File: config.mk
export PLATFORM = sky130hd
export DESIGN_NAME = multicycle_ctrl
export DESIGN_NICKNAME = d
export VERILOG_FILES = /design/src/rtl/multicycle_pkg.sv /design/src/rtl/mem_wait_timer.sv /design/src/rtl/multicycle_ctrl.sv
export SDC_FILE = /design/constraint.sdc
export NUM_CORES = 1
export LEC_CHECK = 0
export CAP_MARGIN = 20
export CORE_MARGIN = 10
export CORE_UTILIZATION = 44
export CTS_CLUSTER_SIZE = 8
export DETAILED_ROUTE_END_ITERATION = 8
export PLACE_DENSITY = 0.78
export SLEW_MARGIN = 15
export SYNTH_ARGS = -nofsm -noshare
export SYNTH_HDL_FRONTEND = slang
export SYNTH_SLANG_ARGS = --single-unit
File: constraint.sdc
create_clock -name clk -period 1.9 [get_ports clk]
set_input_delay 0.19 -clock clk [delete_from_list [all_inputs] [get_ports clk]]
set_output_delay 0.19 -clock clk [all_outputs]
set_load 0.05 [all_outputs]
File: src/rtl/multicycle_pkg.sv
// rtl/multicycle_pkg.sv - shared state encodings, opcode constants and timeout default
package multicycle_pkg;

  typedef enum logic [2:0] {
    ST_FETCH  = 3'd0,
    ST_DECODE = 3'd1,
    ST_EXEC   = 3'd2,
    ST_MEM    = 3'd3,
    ST_WB     = 3'd4,
    ST_FAULT  = 3'd5
  } state_e;

  localparam logic [6:0] OP_RTYPE = 7'b0110011;
  localparam logic [6:0] OP_ITYPE = 7'b0010011;
  localparam logic [6:0] OP_LOAD  = 7'b0000011;
  localparam logic [6:0] OP_STORE = 7'b0100011;

  localparam int MEM_TIMEOUT_DEFAULT = 255;

endpackage

File: src/rtl/mem_wait_timer.sv
// rtl/mem_wait_timer.sv - memory ready-wait counter with timeout compare
module mem_wait_timer #(
  parameter int MEM_TIMEOUT = 255,
  parameter int CNT_W       = 8
) (
  input  logic clk,
  input  logic rst,
  input  logic waiting,
  output logic timeout
);

  logic [CNT_W-1:0] cnt;

  // Timeout fires on the wait cycle that finds the counter already at the limit.
  assign timeout = waiting && (cnt == CNT_W'(MEM_TIMEOUT));

  // Count consecutive stalled request cycles; any non-waiting cycle clears.
  always_ff @(posedge clk) begin
    if (rst) begin
      cnt <= '0;
    end else if (waiting && !timeout) begin
      cnt <= cnt + 1'b1;
    end else begin
      cnt <= '0;
    end
  end

endmodule

File: src/rtl/multicycle_ctrl.sv
// rtl/multicycle_ctrl.sv - multicycle phase sequencer; optional MULTICYCLE_CTRL_TIMEOUT_EN memory-timeout fault
module multicycle_ctrl
  import multicycle_pkg::*;
#(
  parameter int MEM_TIMEOUT = MEM_TIMEOUT_DEFAULT,
  parameter int CNT_W       = 8
) (
  input  logic        clk,
  input  logic        rst,
  input  logic        run,
  input  logic [6:0]  opcode,
  input  logic        dec_regWrite,
  input  logic        dec_MemWrite,
  input  logic        dec_MemToReg,
  input  logic        mem_ready,
  output logic        mem_req,
  output logic        mem_we,
  output logic        addr_sel,
  output logic        ir_write,
  output logic        rf_latch,
  output logic        alu_latch,
  output logic        mdr_latch,
  output logic        reg_write,
  output logic        mem_to_reg,
  output logic        pc_write,
  output logic        illegal,
  output logic        fault,
  output logic [2:0]  state_o,
  output logic [31:0] instret
);

  localparam logic [2:0] S_FETCH  = ST_FETCH;
  localparam logic [2:0] S_DECODE = ST_DECODE;
  localparam logic [2:0] S_EXEC   = ST_EXEC;
  localparam logic [2:0] S_MEM    = ST_MEM;
  localparam logic [2:0] S_WB     = ST_WB;
  localparam logic [2:0] S_FAULT  = ST_FAULT;

  logic [2:0]  state, next_state;
  logic [31:0] instret_q;
  logic        waiting, timeout, fault_c;
  logic        mem_req_c, mem_we_c, addr_sel_c, ir_write_c, rf_latch_c, alu_latch_c;
  logic        mdr_latch_c, reg_write_c, mem_to_reg_c, pc_write_c, illegal_c;

  // A memory request is outstanding but not yet accepted this cycle.
  assign waiting = ~mem_ready & (((state == S_FETCH) & run) | (state == S_MEM));

`ifdef MULTICYCLE_CTRL_TIMEOUT_EN
  mem_wait_timer #(
    .MEM_TIMEOUT (MEM_TIMEOUT),
    .CNT_W       (CNT_W)
  ) u_wait_timer (
    .clk     (clk),
    .rst     (rst),
    .waiting (waiting),
    .timeout (timeout)
  );
  assign fault_c = (state == S_FAULT);
`else
  wire unused_cfg = (MEM_TIMEOUT < (1 << CNT_W));
  assign timeout = 1'b0;
  assign fault_c = 1'b0;
`endif

  // Phase decode: per-state enables and next-state selection.
  always_comb begin
    next_state   = state;
    mem_req_c    = 1'b0;
    mem_we_c     = 1'b0;
    addr_sel_c   = 1'b0;
    ir_write_c   = 1'b0;
    rf_latch_c   = 1'b0;
    alu_latch_c  = 1'b0;
    mdr_latch_c  = 1'b0;
    reg_write_c  = 1'b0;
    mem_to_reg_c = 1'b0;
    pc_write_c   = 1'b0;
    illegal_c    = 1'b0;
    case (state)
      S_FETCH: begin
        if (run) begin
          mem_req_c = 1'b1;
          if (mem_ready) begin
            ir_write_c = 1'b1;
            next_state = S_DECODE;
          end else if (timeout) begin
            next_state = S_FAULT;
          end
        end
      end
      S_DECODE: begin
        rf_latch_c = 1'b1;
        next_state = S_EXEC;
      end
      S_EXEC: begin
        alu_latch_c = 1'b1;
        if (opcode == OP_LOAD || opcode == OP_STORE) begin
          next_state = S_MEM;
        end else if (opcode == OP_RTYPE || opcode == OP_ITYPE) begin
          next_state = S_WB;
        end else begin
          illegal_c  = 1'b1;
          pc_write_c = 1'b1;
          next_state = S_FETCH;
        end
      end
      S_MEM: begin
        mem_req_c  = 1'b1;
        addr_sel_c = 1'b1;
        mem_we_c   = dec_MemWrite;
        if (mem_ready) begin
          if (opcode == OP_STORE) begin
            pc_write_c = 1'b1;
            next_state = S_FETCH;
          end else begin
            mdr_latch_c = 1'b1;
            next_state  = S_WB;
          end
        end else if (timeout) begin
          next_state = S_FAULT;
        end
      end
      S_WB: begin
        reg_write_c  = dec_regWrite;
        mem_to_reg_c = dec_MemToReg;
        pc_write_c   = 1'b1;
        next_state   = S_FETCH;
      end
      S_FAULT: next_state = S_FAULT;
      default: next_state = S_FETCH;
    endcase
  end

  // State register and retired-instruction counter.
  always_ff @(posedge clk) begin
    if (rst) begin
      state     <= S_FETCH;
      instret_q <= '0;
    end else begin
      state <= next_state;
      if (pc_write_c) begin
        instret_q <= instret_q + 32'd1;
      end
    end
  end

  // Reset forces every output low in the same cycle, even mid-wait.
  assign mem_req    = ~rst & mem_req_c;
  assign mem_we     = ~rst & mem_we_c;
  assign addr_sel   = ~rst & addr_sel_c;
  assign ir_write   = ~rst & ir_write_c;
  assign rf_latch   = ~rst & rf_latch_c;
  assign alu_latch  = ~rst & alu_latch_c;
  assign mdr_latch  = ~rst & mdr_latch_c;
  assign reg_write  = ~rst & reg_write_c;
  assign mem_to_reg = ~rst & mem_to_reg_c;
  assign pc_write   = ~rst & pc_write_c;
  assign illegal    = ~rst & illegal_c;
  assign fault      = ~rst & fault_c;
  assign state_o    = rst ? 3'd0 : state;
  assign instret    = rst ? 32'd0 : instret_q;

endmodule
**Yosys cells after proc, flatten, opt, wreduce, memory -nomap -nowiden**

Cells that the tools add are included.

- Input port bits: 14
- Bits in registers: 35

- Muxes and demuxes: 29
- Bitwise logic cells: 12
- Reductions and logical operators: 4
- Add/subtract/negate cells: 1
- Equality and inequality tests: 12

Operator list:

| kind | count |
|---|---|
| $add A32 B1 Y32 const B | 1 |
| $mux W32 | 1 |
| $mux W3 | 7 |
| $mux W1 | 18 |
| $pmux W3 S5 | 1 |
| $eq A7 B6 Y1 const B | 2 |
| $and A1 B1 Y1 | 11 |
| $eq A7 B2 Y1 const B | 1 |
| $eq A7 B5 Y1 const B | 1 |
| $eq A3 B2 Y1 const B | 2 |
| $eq A3 B3 Y1 const B | 2 |
| $ne A2 B2 Y1 const B | 3 |
| $eq A3 B1 Y1 const B | 1 |
| $logic_not A3 Y1 | 1 |
| $pmux W1 S3 | 1 |
| $reduce_and A3 Y1 | 1 |
| $logic_or A1 B1 Y1 | 2 |
| $pmux W1 S2 | 1 |
| $not A1 Y1 | 1 |

**Longest topological paths before layout**

Gate-level depths: netlist (run 1).

- Depth after elaboration: 6
- Mapped depth: 8
- Depth with buffers taken out: 5

**Worst setup path before layout (run 1)**

OpenSTA, ideal clock, no wires.

- Path type: register to output
- Start point: reg state[0]
- End point: out mdr_latch
- Path slack: -654 ps
- Arrival: 2364 ps
- Path buffers: 1
- Cell stages (with the launch flop): 6
- Required time: 1710 ps
- Path through: dfxtp_1 -> clkbuf_1 -> nand2b_1 -> nor2_1 -> nand2_1 -> a21oi_1

- Word-level cells in the longest chain between the ends: 3

Ends and longest elaborated chain:

| element | line | text |
|---|---|---|
| start, declared | multicycle_ctrl.sv:39 | `logic [2:0] state, next_state;` |
| start signal, assigned | multicycle_ctrl.sv:140 | `state <= next_state;` |
| $eq A3 B2 Y1 | multicycle_ctrl.sv:79 | `case (state)` |
| $mux W1 | multicycle_ctrl.sv:79 |  |
| $and A1 B1 Y1 | multicycle_ctrl.sv:154 | `assign mdr_latch = ~rst & mdr_latch_c;` |
| end, declared | multicycle_ctrl.sv:22 | `output logic mdr_latch,` |

Every way passes these cells.

**Worst setup path after layout (run 1)**

- Start point: reg state[0]
- End point: reg instret_q[23]

- Word-level cells in the longest chain between the ends: 2
- Elaborated cells on any way between the ends: 4
- Classes of those cells: eq/ne (3); mux (1)

Ends and longest elaborated chain:

| element | line | text |
|---|---|---|
| $eq A3 B3 Y1 / $eq A3 B2 Y1 (equally long branches) | multicycle_ctrl.sv:79 |  |
| $pmux W1 S3 (*) | multicycle_ctrl.sv:79 |  |
| end signal, assigned | multicycle_ctrl.sv:142 | `instret_q <= instret_q + 32'd1;` |
| end, declared | multicycle_ctrl.sv:40 | `logic [31:0] instret_q;` |

Every way passes the cells marked *; elsewhere a longest branch is shown, timed or not.
A chain may end at the register's enable or synchronous reset.

==> qor.csv, run 1 <==
stage;metric;value;unit
synth;ys flop type;dfxtp_1;
sta;Slew Limit Fails;0;
global_route;met2 Track Usage GR;31.1;%
power_and_ir_drop;P per Cell Area;451;nW/um2
floorplanning;Die Span X;91.4;um
power_and_ir_drop;sequential power share;42.8;%
synth;post-synthesis sequential area ratio;31.2;%
critical_path;Worst R2R Path Depth;6;
clock_tree;H-tree depth;2;
flow_run;max-cap viol count;0;
floorplanning;total die area;8360;um2
worst_hold_path;Hold Path Cell Cnt;2;
critical_path;Setup crit end kind;flip-flop;
power_and_ir_drop;overall power;1.79;mW
route;vias;2494;
sta;setup ws final;-0.0704;ns
critical_path;CP Data Required Time;2.08;ns
clock_tree;CTS tree;yes;
synth;leading area contributor after synthesis;dfxtp_1;
synth;syn_nets;299;
global_route;met1 Resource Use GR;18.7;%
sta;final setup violation count;11;
sta;Max-slew headroom;56.7;%
global_route;first-pass GRT wire length;12100;um
global_route;Total Routing Usage GR;17.0;%
floorplanning;Core Area;4850;um2
global_route;GRT Max-Usage Layer;met2;
clock_tree;Clock transition at path regs;0.07;ns
route;Iter 0 DRT Violations;185;
clock_tree;Num Clock Sinks;35;
synth;Post-Syn Area per Cell;7.90;um2
synth;Post-synth EDFFs;0;
synth;synth unique cells;50;
power_and_ir_drop;internal power;1.24;mW
worst_hold_path;Hold EP;state[0];
worst_hold_path;class of the worst hold path;in2reg;
layout;fin nets;408;
global_route;antenna violations before repair;0;
critical_path;Worst R2R Setup Slack;-0.07;ns
floorplanning;Initial Util;46.3;%
floorplanning;chip height;91.4;um
sta;Worst Skew;0.00505;ns
run_status;violated checks;negative setup slack;
critical_path;Setup Crit Path Kind;reg2reg;
critical_path;RR Endpoint;instret_q[23];
critical_path;Critical Path AT;2.15;ns
global_route;grt total ovfl;0;
critical_path;Worst Setup Start Kind;flip-flop;
route;Pre-antenna DRT Iters;4;
power_and_ir_drop;Lkg Pwr;1.54;nW
sta;Tcrit/Tclk final;104;%
worst_hold_path;Worst Min Path Start;rst;
floorplanning;Core Rows;25;
global_route;pin count of the biggest net entering global routing;66;
clock_tree;# hold bufs at CTS;0;
layout;Area Growth Syn to Fin;76.4;%
power_and_ir_drop;Sw Ratio;30.4;%
clock_tree;clock buffer depth;2;
global_route;vias in the first global route;2558;
sta;f_max;508;MHz
synth;Synth top area share;31.2;%
synth;Cells after Synth;284;
sta;RSZ-0062 raised after global routing;true;
route;DRC violations left;0;
power_and_ir_drop;VDD IR max;403;uV
route;Detailed Route WL;7310;um
clock_tree;Num CTS Buffers;5;
critical_path;slowest stage cell on the critical path;or3b_4;
synth;Mapped Area;2240;um2
power_and_ir_drop;Psw;544;uW
synth;YS warnings;0;
sta;Worst-Margin Slew;0.644;ns
critical_path;Critical R2R Launch;state[0];
clock_tree;worst skew pair latency;0.29;ns
synth;FFs w/ async S/R, synth;0;%
layout;Ant. Diodes;0;
synth;FF+latch count, synth;35;
place;HPWL Detailed;5390;um
route;WL/cell;15.9;um
critical_path;CP max stage delay;0.41;ns
clock_tree;root buffer cell;clkbuf_8;
synth;Synth top cells by count;35 x dfxtp_1, 34 x nor2_1, 33 x nor2b_1, 26 x nand2_1, 21 x a21oi_1;
layout;fraction of layout cells with a size suffix above 1;45.4;%
critical_path;critical path, cell by cell;buf_6, or3b_4, a2111oi_4, nand4_1, a21oi_2, mux2_4;
route;Via-to-Cell Ratio;5.43;
route;Routed Antenna Nets;0;
sta;min cycle time layout;1.97;ns
floorplanning;I/O Pins;61;
synth;Synth area leaders;dfxtp_1 31%, nor2b_1 9.2%, mux2_2 7.5%, nor2_1 5.7%, a21oi_1 4.7%;
sta;WHS;0.275;ns
place;gpl congestion;0.868;
global_route;met3 usage in global routing;4.86;%
run_status;status;complete, but fails checks;
critical_path;Crit Path Max Fanout;5;
power_and_ir_drop;clock power share;28.2;%
place;# port buffers;59;
synth;most common cell in the netlist;dfxtp_1;
power_and_ir_drop;power share of the combinational group;29.0;%
sta;Final Hold Viols;0;
[per-stage QoR]
| stage | setup slack, ns | TNS (ns) | cells | util, % | instance area, um2 |
|---|---|---|---|---|---|
| 3_5_place_dp | -0.427 | -7.97 | 447 | 74.8 | 3630 |
| 2_1_floorplan | -0.403 | -0.749 | 284 | - | 2270 |
| 6_report | -0.0704 | -0.284 | 459 | 81.7 | 3960 |
| 3_3_place_gp | -0.372 | -6.97 | 447 | 74.8 | 3630 |
| 4_1_cts | -0.0661 | -0.184 | 458 | 79.4 | 3850 |
| 5_1_grt | -0.174 | -2.02 | 459 | 81.7 | 3960 |
[sequential cells by signal (all words and copies together) (netlist names)]
register / count
instret_q: 32
state: 3
[kinds of logic after synthesis]
kind of cell	after synthesis	share of synthesized area [%]
and+or+nand+nor	150	36.6
buffers and inverters	22	4.79
other	1	0.167
AOI/OAI and AO/OA	53	16.1
DFF	35	31.2
adders and majority gates	1	0.557
muxes	18	8.97
xor gates and xnor gates	4	1.56
[area by class of cell]
class / instances / area (um2)
Sequential cell: 35 / 706
Fill cell: 268 / 890
Inverter: 4 / 15.0
Multi-Input combinational cell: 227 / 1650
Tap cell: 67 / 83.8
Timing Repair Buffer: 120 / 1430
Clock buffer: 6 / 72.6
[worst max-delay path: cells and delay by family (launching register included)]
| kind | cells | cell delay (ns) |
|---|---|---|
| AO/OA/AOI/OAI | 2 | 0.52 |
| multiplexers | 1 | 0.31 |
| AND/OR/NAND/NOR | 2 | 0.57 |
| buffers and inverters | 1 | 0.12 |
| flip-flops | 1 | 0.33 |
[layer usage]
| layer | part of all wire, % | routed length [um] | vias to the layer above |
|---|---|---|---|
| met5 | 0 | 0 | - |
| met2 | 51 | 3720 | 66 |
| met3 | 6.1 | 445 | 13 |
| met4 | 1.4 | 101 | 0 |
| li1 | - | - | 1228 |
| met1 | 42 | 3040 | 1187 |
[layout by cell type, fill, tap and decap left out, types with 3 or more instances in the layout]
master	instances
and3_1	6
buf_12	39
nor2_1	32
a21oi_2	10
or3_4	4
nand3_1	8
nor3_1	4
a21oi_1	12
dfxtp_1	31
buf_6	3
mux2_2	14
nand2_1	24
dfxtp_2	4
nor2b_1	33
a2111oi_4	3
clkdlybuf4s50_1	12
buf_4	65
mux2_4	3
inv_1	4
clkbuf_8	5
o31ai_1	3
xnor2_1	3
o21ai_0	8
nand4_1	10
[worst max-delay path by stage]
| stage | startpoint | end | slack, ns | depth (start not counted) |
|---|---|---|---|---|
| 3_5_place_dp | opcode[3] | instret_q[29] | -0.43 | 6 |
| 3_3_place_gp | opcode[1] | instret_q[27] | -0.37 | 6 |
| 4_1_cts | state[0] | instret_q[23] | -0.07 | 6 |
| 2_1_floorplan | state[0] | mdr_latch | -0.40 | 5 |
| 5_1_grt | state[0] | instret_q[21] | -0.17 | 6 |
| 6_report | state[0] | instret_q[23] | -0.07 | 6 |
[repair_timing]
item / CTS / global route
gates resized for setup: 30 / 25
buffers inserted: 5 / 1
endpoints found under the setup margin: 25 / 29
pin swaps: 16 / 7
[power groups by stage]
stage               registers (mW)  logic, mW  clock network, mW
floorplan                    0.776      0.247                  0
finish                       0.765      0.519              0.503
global route                 0.766      0.550              0.545
CTS                          0.764      0.498              0.511
detailed placement           0.778      0.473                  0
global placement             0.776      0.461                  0
Power figures use the tool's default switching activity.
==> run 2, diff against run 1 <==
- ABC_AREA: not set -> 1
- CAP_MARGIN: 20 -> not set
- CORE_UTILIZATION: 44 -> 46
- PLACE_DENSITY: 0.78 -> 0.79
==> run 2 against run 1 <==
Net effect:
- the run now ends clean
- clock-buffer cell count is 1 lower
- wire length rose by 5.5%
- largest cell class unchanged
- flip-flop and latch count stayed put
==> qor.csv, run 2 <==
stage;metric;value;unit;change
run_status;status;complete, no violations;;
power_and_ir_drop;Sw Ratio;38.9;%;+8.4 points
route;Top Layer Used;met4;;
clock_tree;H-tree depth;2;;unchanged
synth;Synth area leaders;dfxtp_1 27%, nor2_1 17%, nand2_1 15%, inv_1 9.5%, nand3_1 7.4%;;
power_and_ir_drop;VDD IR max;371;uV;-7.9%
floorplanning;Initial Util;47.0;%;+0.69 points
synth;Post-synth EDFFs;0;;unchanged
route;Pre-antenna DRT Iters;5;;+1
layout;Reg with most FFs;instret_q;;
route;WL/cell;12.9;um;-19%
route;Via-to-Cell Ratio;5.02;;-7.6%
sta;Worst Skew;0.0116;ns;+0.00655 ns
flow_run;max-cap viol count;0;;unchanged
place;HPWL Detailed;6080;um;+13%
sta;final setup violation count;0;;-11
synth;Post-Syn Area per Cell;5.57;um2;-30%
critical_path;Most common cell on crit path;nand2_2;;
layout;Ant. Diodes;0;;unchanged
route;DRC violations left;0;;unchanged
synth;Synth top area share;27.3;%;-4.0 points
power_and_ir_drop;P per Cell Area;612;nW/um2;+35%
synth;area fraction in and, or, nand and nor cells after synthesis;47.6;%;+11 points
place;# port buffers;59;;unchanged
clock_tree;Num CTS Buffers;5;;unchanged
worst_hold_path;class of the worst hold path;in2reg;;
place;setup slack at placement;0.171;ns;+0.598 ns
clock_tree;Num Clock Sinks;35;;unchanged
synth;syn_nets;477;;+60%
critical_path;slowest stage cell on the critical path;dfxtp_2;;
power_and_ir_drop;power share of the combinational group;35.1;%;+6.1 points
layout;fraction of layout cells with a size suffix above 1;16.8;%;-29 points
critical_path;Setup crit end kind;output pin;;
synth;mux cell area share after synthesis;0;%;-9.0 points
layout;fin nets;539;;+32%
clock_tree;# hold bufs at CTS;0;;unchanged
critical_path;Setup Crit Path Kind;reg2out;;
floorplanning;I/O Pins;61;;unchanged
critical_path;WP buf/inv;3;;+2
sta;Final Hold Viols;0;;unchanged
synth;FF+latch count, synth;35;;unchanged
synth;Synth Area in XOR/XNOR;2.38;%;+0.82 points
global_route;Total Routing Usage GR;17.4;%;+0.36 points
route;Routed Antenna Nets;0;;unchanged
sta;f_max;565;MHz;+11%
sta;Tcrit/Tclk final;93.1;%;-11 points
synth;synth unique cells;24;;-52%
layout;most frequent cells in the layout;111 x nor2_1, 100 x nand2_1, 65 x inv_1;;
place;Cells after DPL;589;;+32%
critical_path;Crit Path Max Fanout;10;;+5
floorplanning;total die area;8980;um2;+7.4%
critical_path;crit-path leading delay family;simple AND/OR/NAND/NOR gates;;
floorplanning;chip height;94.8;um;+3.7%
power_and_ir_drop;sequential power share;39.0;%;-3.8 points
clock_tree;root buffer cell;clkbuf_8;;
power_and_ir_drop;clock power share;25.9;%;-2.3 points
critical_path;CP max stage delay;0.39;ns;-0.02 ns
route;WL met1;3290;um;+8.1%
layout;Area Growth Syn to Fin;30.6;%;
critical_path;Worst path depth;9;;+3
global_route;grt total ovfl;0;;unchanged
sta;setup ws final;0.131;ns;+0.201 ns
synth;post-synthesis compound-gate area fraction;8.47;%;-7.6 points
synth;most common cell in the netlist;nor2_1;;
route;Detail Route met2 WL;3870;um;+3.8%
global_route;antenna violations before repair;0;;unchanged
synth;post-synthesis sequential area ratio;27.3;%;-4.0 points
clock_tree;CTS tree;yes;;
synth;Synth top cells by count;119 x nor2_1, 101 x nand2_1, 65 x inv_1, 38 x nand3_1, 35 x dfxtp_1;;
worst_hold_path;Hold Path Cell Cnt;2;;unchanged
synth;FFs w/ async S/R, synth;0;%;unchanged
synth;Mapped Area;2570;um2;+15%
floorplanning;Core Area;5470;um2;+13%
layout;max reg flops;32;;unchanged
sta;Slew Limit Fails;0;;unchanged
sta;WHS;0.378;ns;+0.103 ns
synth;Cells after Synth;462;;+63%
layout;largest registers;instret_q: 32 flops, state: 3 flops;;
critical_path;Critical Path AT;1.58;ns;-0.57 ns
layout;commonest non-fill, non-tap cell in the layout;nor2_1;;
synth;largest family of logic cells by synthesized area;simple AND/OR/NAND/NOR gates;;
clock_tree;clock buffer depth;2;;unchanged
power_and_ir_drop;Lkg Pwr;1.36;nW;-11%
clock_tree;Resized Gates After CTS;0;;-100%
critical_path;Worst R2R Path Depth;10;;+4
floorplanning;Core Rows;27;;+8.0%
critical_path;CP Data Required Time;1.71;ns;-0.37 ns
global_route;vias in the first global route;2722;;+6.4%
sta;setup_tns;0;ns;+0.284 ns
synth;Adder-Cell Fraction of Synth Area;0.487;%;-0.071 points
critical_path;Worst Setup Start Kind;flip-flop;;
layout;non-filler cells, final;597;;+30%
power_and_ir_drop;internal power;1.25;mW;+0.94%
route;Detailed Route WL;7710;um;+5.5%
place;gpl congestion;0.944;;+8.8%
route;Iter 0 DRT Violations;135;;-27%
sta;min cycle time layout;1.77;ns;-0.201 ns
clock_tree;worst skew pair latency;0.30;ns;about the same
global_route;first-pass GRT wire length;12800;um;+5.4%
synth;leading area contributor after synthesis;dfxtp_1;;
global_route;pin count of the biggest net entering global routing;28;;-58%
clock_tree;Clock transition at path regs;0.07;ns;about the same
clock_tree;Setup Fix Bufs, Post-CTS;0;;-5
floorplanning;Die Span X;94.8;um;+3.7%
synth;ys flop type;dfxtp_1;;
power_and_ir_drop;overall power;2.05;mW;+15%
synth;YS warnings;0;;unchanged
critical_path;critical path, cell by cell;inv_2, nor2_1, nand2_2, nor2_2, nand2_2, nand3_4, nand2_1, inv_1, buf_12;;
route;met3 WL;419;um;-5.8%
route;vias;2996;;+20%
power_and_ir_drop;Psw;798;uW;+47%
-- run 2: path summary, 6_finish.rpt --
check / startpoint / to / slack (ns)
worst max-delay path: state[1] / pc_write / 0.13
worst min-delay path: rst / state[1] / 0.38
worst max register to register: instret_q[0] / instret_q[24] / 0.21
worst min register to register: instret_q[3] / instret_q[3] / 0.52
-- run 2: metrics by stage --
step / instance area (um2) / utilization, %
after detailed placement: 3260 / 59.5
after floorplan: 2590 / -
final: 3360 / 61.3
after global routing: 3360 / 61.3
after CTS: 3340 / 61.0
after global placement: 3260 / 59.5
-- run 2: metal layers --
| metal | vias up | GRT usage, % |
|---|---|---|
| met1 | 1341 | 20.6 |
| met4 | 0 | 5.99 |
| li1 | 1564 | - |
| met5 | - | 0 |
| met3 | 10 | 3.33 |
| met2 | 81 | 30.5 |
-- run 2: kinds of logic after synthesis --
| family | after synthesis |
|---|---|
| adder cells (fa/ha/maj) | 1 |
| AO/OA/AOI/OAI | 43 |
| XOR/XNOR | 7 |
| AND/OR/NAND/NOR | 290 |
| flip-flops | 35 |
| buffers and inverters | 85 |
| other | 1 |
-- run 2: area by class of cell --
class,count,area [um2]
clock buffer,5,68.8
clock inverter,3,15.0
fill,546,2120
inverter,68,255
multi-input combinational,342,1560
sequential,35,702
tap,72,90.1
timing repair buffer,72,668
-- run 2: power by group through the flow --
stage	clock [mW]	combinational (mW)	sequential [mW]
finish	0.532	0.720	0.801
global route	0.578	0.793	0.805
CTS	0.542	0.716	0.793
detailed placement	0	0.713	0.810
global placement	0	0.706	0.810
floorplan	0	0.502	0.802
-- run 2: worst reg2reg max path, stage by stage, from the launching register on --
cell     delay [ns]
dfxtp_1        0.37
ha_1           0.19
nand2_1        0.08
nor2_2         0.19
nand2_1        0.16
nor2_1         0.15
nand2_1        0.10
nor2_1         0.14
nand3_1        0.09
nand2_1        0.08
nor2_1         0.04
